===== src/rtl/ramio_arbiter.sv =====
// ramio_arbiter: two-requester round-robin arbiter in front of a single RAM/IO port.
// A granted requester is muxed straight onto the shared port until its access
// finishes; every access is followed by one idle bubble cycle before the next grant.
module ramio_arbiter #(
  parameter int AddressBitWidth = 32,
  parameter int DataBitWidth    = 32
) (
  input  logic                       clk,
  input  logic                       rst_n,
  input  logic                       p0_enable,
  input  logic [1:0]                 p0_write_type,
  input  logic [2:0]                 p0_read_type,
  input  logic [AddressBitWidth-1:0] p0_address,
  input  logic [DataBitWidth-1:0]    p0_data_in,
  output logic [DataBitWidth-1:0]    p0_data_out,
  output logic                       p0_data_out_ready,
  output logic                       p0_busy,
  input  logic                       p1_enable,
  input  logic [1:0]                 p1_write_type,
  input  logic [2:0]                 p1_read_type,
  input  logic [AddressBitWidth-1:0] p1_address,
  input  logic [DataBitWidth-1:0]    p1_data_in,
  output logic [DataBitWidth-1:0]    p1_data_out,
  output logic                       p1_data_out_ready,
  output logic                       p1_busy,
  output logic                       rm_enable,
  output logic [1:0]                 rm_write_type,
  output logic [2:0]                 rm_read_type,
  output logic [AddressBitWidth-1:0] rm_address,
  output logic [DataBitWidth-1:0]    rm_data_in,
  input  logic [DataBitWidth-1:0]    rm_data_out,
  input  logic                       rm_data_out_ready,
  input  logic                       rm_busy
);

  typedef enum logic [1:0] {IDLE = 2'd0, OWN0 = 2'd1, OWN1 = 2'd2} state_t;

  state_t state, state_nxt;
  logic   last_grant, last_grant_nxt;
  logic   p0_done, p1_done;

  // An access ends once the port is free; reads additionally need returned data.
  // A dropped enable or an empty (no read, no write) request ends on port free alone.
  function automatic logic xfer_done(input logic en, input logic [1:0] wt,
                                     input logic [2:0] rt, input logic busy,
                                     input logic rdy);
    return !busy && (!en || (wt != 2'b00) || (rt == 3'b000) || rdy);
  endfunction

  assign p0_done = xfer_done(p0_enable, p0_write_type, p0_read_type, rm_busy, rm_data_out_ready);
  assign p1_done = xfer_done(p1_enable, p1_write_type, p1_read_type, rm_busy, rm_data_out_ready);

  // Ownership state and round-robin memory; reset favours requester 0 on first contention.
  always_ff @(posedge clk or negedge rst_n) begin
    if (!rst_n) begin
      state      <= IDLE;
      last_grant <= 1'b1;
    end else begin
      state      <= state_nxt;
      last_grant <= last_grant_nxt;
    end
  end

  // Grant decision, completion detection and port muxing.
  always_comb begin
    state_nxt         = state;
    last_grant_nxt    = last_grant;
    rm_enable         = 1'b0;
    rm_write_type     = '0;
    rm_read_type      = '0;
    rm_address        = '0;
    rm_data_in        = '0;
    p0_data_out       = '0;
    p0_data_out_ready = 1'b0;
    p0_busy           = p0_enable;
    p1_data_out       = '0;
    p1_data_out_ready = 1'b0;
    p1_busy           = p1_enable;
    case (state)
      IDLE: begin
        if (p0_enable && p1_enable) begin
          state_nxt      = last_grant ? OWN0 : OWN1;
          last_grant_nxt = ~last_grant;
        end else if (p0_enable) begin
          state_nxt      = OWN0;
          last_grant_nxt = 1'b0;
        end else if (p1_enable) begin
          state_nxt      = OWN1;
          last_grant_nxt = 1'b1;
        end
      end
      OWN0: begin
        rm_enable         = p0_enable;
        rm_write_type     = p0_write_type;
        rm_read_type      = p0_read_type;
        rm_address        = p0_address;
        rm_data_in        = p0_data_in;
        p0_data_out       = rm_data_out;
        p0_data_out_ready = rm_data_out_ready;
        p0_busy           = !p0_done;
        if (p0_done) state_nxt = IDLE;
      end
      OWN1: begin
        rm_enable         = p1_enable;
        rm_write_type     = p1_write_type;
        rm_read_type      = p1_read_type;
        rm_address        = p1_address;
        rm_data_in        = p1_data_in;
        p1_data_out       = rm_data_out;
        p1_data_out_ready = rm_data_out_ready;
        p1_busy           = !p1_done;
        if (p1_done) state_nxt = IDLE;
      end
      default: state_nxt = IDLE;
    endcase
  end

endmodule


===== config.mk =====
export PLATFORM = sky130hd
export DESIGN_NAME = ramio_arbiter
export DESIGN_NICKNAME = d
export VERILOG_FILES = /design/src/rtl/ramio_arbiter.sv
export SDC_FILE = /design/constraint.sdc
export NUM_CORES = 1
export LEC_CHECK = 0
export CORE_AREA = 2 2 121 123
export DETAILED_ROUTE_END_ITERATION = 8
export DIE_AREA = 0 0 123 125
export PLACE_DENSITY = 0.57
export SLEW_MARGIN = 15
export SYNTH_ARGS = -nofsm -noshare
export SYNTH_HDL_FRONTEND = slang
export SYNTH_SLANG_ARGS = --single-unit

===== constraint.sdc =====
create_clock -name clk -period 3.92 [get_ports clk]
set_input_delay 0.588 -clock clk [delete_from_list [all_inputs] [get_ports clk]]
set_output_delay 0.588 -clock clk [all_outputs]
set_load 0.05 [all_outputs]

-- Yosys cells after proc, flatten, opt, wreduce, memory -nomap -nowiden
Index checks and enable logic that the tools add are counted.
- bits in registers: 3
- input bits: 176
- output and inout port bits: 138
- word-level logic and storage cells: 51
- eq/ne operators: 5
- muxes and demuxes: 21
- bitwise gates (word level): 1
- reduce and logical (&&, ||, !) cells: 22
- operators by type and width (cell ; count):
    32-bit case mux with 2 select lines ; 2
    32-bit 2-to-1 mux ; 2
    2-bit 2-to-1 mux ; 6
    1-bit 2-to-1 mux ; 7
    3-bit zero test ; 2
    1-bit logical OR ; 6
    2-bit case mux with 3 select lines ; 1
    3-bit case mux with 2 select lines ; 1
    1-bit zero test ; 5
    2-bit inequality test, second input constant ; 2
    4-bit inequality test, second input constant ; 1
    2-bit case mux with 2 select lines ; 1
    2-bit nonzero test ; 2
    1-bit logical AND ; 3
    3-bit AND reduction ; 1
    3-bit nonzero test ; 1
    2-bit by 1-bit equality test with 1-bit output, second input constant ; 1
    2-bit equality test, second input constant ; 1
    2-bit zero test ; 1
    1-bit case mux with 2 select lines ; 1
    2-bit AND reduction ; 1
    1-bit inverter ; 1

-- Longest topological paths before layout
- word-level depth: 7
- gate-level depth with buffers: 7
- gate-level depth less buffers: 5

-- Worst setup path after synthesis
No wires, ideal clock.
- path kind: register to output
- start point: reg state[0]
- end point: out p0_busy
- arrival time: 2.153 ns
- path slack: 1.179 ns
- stages on the path, launching flop included: 6
- path through: dfrtp_1 -> ha_1 -> buf_2 -> buf_2 -> clkbuf_1 -> o21ai_0
- longest elaborated chain between the ends: 2
- RTL lines (what ; line ; text):
    start: declaration ; 38 ; state_t state, state_nxt;
    start signal: assignment ; 59 ; state <= state_nxt;
    2-bit by 1-bit equality test with 1-bit output ; 79 ; case (state)
    1-bit 2-to-1 mux ; 79 ;
    end: declaration ; 17 ; output logic p0_busy,
Every way passes these cells.

-- Worst setup path after layout
- start point: reg state[0]
- end point: out rm_address[23]
- longest elaborated chain between the ends: 2
- RTL lines (what ; line ; text):
    2-bit equality test or 2-bit by 1-bit equality test with 1-bit output (tied branches) ; 79 ;
    32-bit case mux with 2 select lines (*) ; 79 ;
    end: declaration ; 29 ; output logic [AddressBitWidth-1:0] rm_address,
Mark *: on every way between the ends. The rest lies on a longest branch, timed or not.

==> run metrics <==
WHS=0.5396 ns; Worst Setup End Kind=primary output; clock tree buffer depth=2; First DRT Iteration DRCs=82; Remaining DRCs=0; register area share after synthesis=4.314%; Reg clk slew, reported paths=0.03 ns; Synth area leaders=a22oi_1 (30%), nor2b_1 (25%), and2_1 (23%), clkbuf_1 (4.9%), dfrtp_1 (2.8%); placer congestion estimate=0.8436; peak supply drop=0.2998 mV; Final Max Tran Viols=0; Yosys top cell by area=a22oi_1; fin cells=742; share of layout cells above drive strength 1=2.509%; Synth top area share=29.70%; Max Clock Skew=0.001338 ns; clk root buf=clkbuf_16; Pwr Density=663.4 nW/um2; r2r endpoint=state[0]$_DFFE_PN0P_; Worst Path Required=3.33 ns; Post-CTS Setup Repair Bufs=0; die area=15380 um2; Routed wire per std cell=15.27 um; crit path from=state[0]$_DFFE_PN0P_; Synth Register Bits=3; R2R Setup Slk=2.12 ns; vias in the first global route=3172; dpl ws=0.6861 ns; Final nets=738; Synth Area per Inst=6.626 um2; R2R Path Start=state[1]$_DFFE_PN0P_; CP peak stage delay=0.81 ns; via density per instance=4.186; minimum period implied by the final worst setup slack=3.308 ns; first-pass GRT wire length=16.44 mm; largest net degree at the start of global routing=50; Rows=44; Total GRT Usage=13.37%; IO buf count=313; DRT Pass-1 Iters=4; fmax=302.3 MHz; Post-DP HPWL=9.121 mm; Reg2Reg Depth=5; setup TNS=0 ns; H-tree levels=1; final setup fails=0; Slew HR=62.71%; final antenna-violating net count=0; WL final=11.33 mm; CP Cell Sequence=inv_1, ha_4, buf_4, a22oi_1, nor2b_1, clkdlybuf4s50_1; Setup CP Type=flop to primary output; DIE WIDTH=123 um; Core Region=14200 um2; clock latency on the worst-skew pair=0.22 ns; final worst setup slack=0.6123 ns; Syn Inst Count=267; Ant. Diodes=0; end of the worst hold path=last_grant$_DFFE_PN1P_; Worst Path Arrival=2.72 ns; Startpoint Class=flop; Static Leak=1.761 nW; Clock Sinks=3; Slew @ Worst Pin=0.5576 ns; hold_buf cts=0; Ys Warns=0; total CTS buffers=3; cell area after synthesis=1769 um2; Unique masters post-synth=24; # IOs=314; Initial Util=12.46%; TritonCTS clock tree=done; worst min path class=flop to flop; total grt overflow=0; critical path peak fanout=44; hold path cells=2; MaxCap Viol Count=0; Final Hold Vio Count=0; hold wc startpoint=last_grant$_DFFE_PN1P_; Die H=125 um; Synth Net Count=446; fin crit share=84.38%; RSZ-0062 raised after global routing=no; antenna violations before repair=1; P&R area growth vs syn=193.4%; status=finished, final reports clean; Slowest-stage cell, CP=clkdlybuf4s50_1; via count=3106; CTS-repair resized insts=0; Inst Count DP=738
-- registers in the layout (all words and copies together), names as in the netlist --
name,count
state,2
last_grant,1
-- layout make-up --
class / instances / area, um2
fillers: 1451 / 9014
repair buffers: 318 / 3208
multi-input cells: 228 / 1578
well taps: 184 / 230.2
clock buffers: 4 / 78.83
flip-flops and latches: 3 / 76.32
inverters: 5 / 18.77
-- critical path, delay by kind of cell (launching register included) --
kind            cells  cell delay [ns]
buf+inv             3             1.32
fa+ha+maj           1             0.46
flops               1             0.41
compound gates      1             0.14
simple gates        1             0.13
-- power by group --
part,leakage (nW),internal (mW),total [mW],switching (mW)
sequential,0.0363,0.0487,0.0623,0.0136
clock,0.0382,0.134,0.159,0.0251
combinational,1.69,1.21,3.22,2.01
-- kinds of logic (layout without fill, tap and decap cells) --
family | Yosys count | after routing | synth area share (%)
and+or+nand+nor | 145 | 145 | 51.49
adders and majority gates | 3 | 3 | 2.122
DFF | 3 | 3 | 4.314
AOI/OAI and AO/OA | 80 | 80 | 34.02
buffers and inverters | 36 | 327 | 8.062
-- metrics by stage --
stage	instance area [um2]	util [%]	power, mW
after floorplan	1769	-	2.163
after global placement	5111	35.98	3.309
after detailed placement	5111	35.98	3.312
after CTS	5190	36.54	3.489
after global routing	5190	36.54	3.631
final	5190	36.54	3.443
-- cells in the final DEF, fill, tap and decap left out, drive strengths merged --
master	n
a31oi	1
nor2b	70
o211ai	2
ha	3
o21ai	2
nand4	1
and3b	1
a21oi	2
buf	5
a32oi	1
clkbuf	4
clkdlybuf4s50	313
nand2	2
a22oi	70
nand3	1
inv	5
dfstp	1
dfrtp	2
o22ai	1
o211a	1
nor4b	2
and2	66
or4	2
-- synthesized netlist by cell type (all sizes together) --
library cell	count
inv	5
nand2	2
a31oi	1
and3b	1
a21oi	2
nor2b	70
and2	66
o21ai	2
o211a	1
nand3	1
buf	8
o22ai	1
nand4	1
o211ai	2
dfstp	1
ha	3
dfrtp	2
nor4b	2
a22oi	70
clkbuf	23
a32oi	1
or4	2
-- per-layer routing --
layer	track usage [%]	up-vias	routed length [um]
met5	0	-	13
met3	5.383	8	1456
met4	1.671	2	87
met1	14.23	1384	4161
met2	25.06	192	5615
li1	-	1520	-
-- worst max path at each step --
stage                      to  slack [ns]  cells after the start
3_3_place_gp          p0_busy        0.68                      5
6_report       rm_address[23]        0.61                      6
2_1_floorplan         p0_busy        1.18                      5
3_5_place_dp          p0_busy        0.69                      5
4_1_cts        rm_data_in[19]        0.56                      5
5_1_grt        rm_address[23]        0.45                      6
Power figures use the tool's default switching activity.
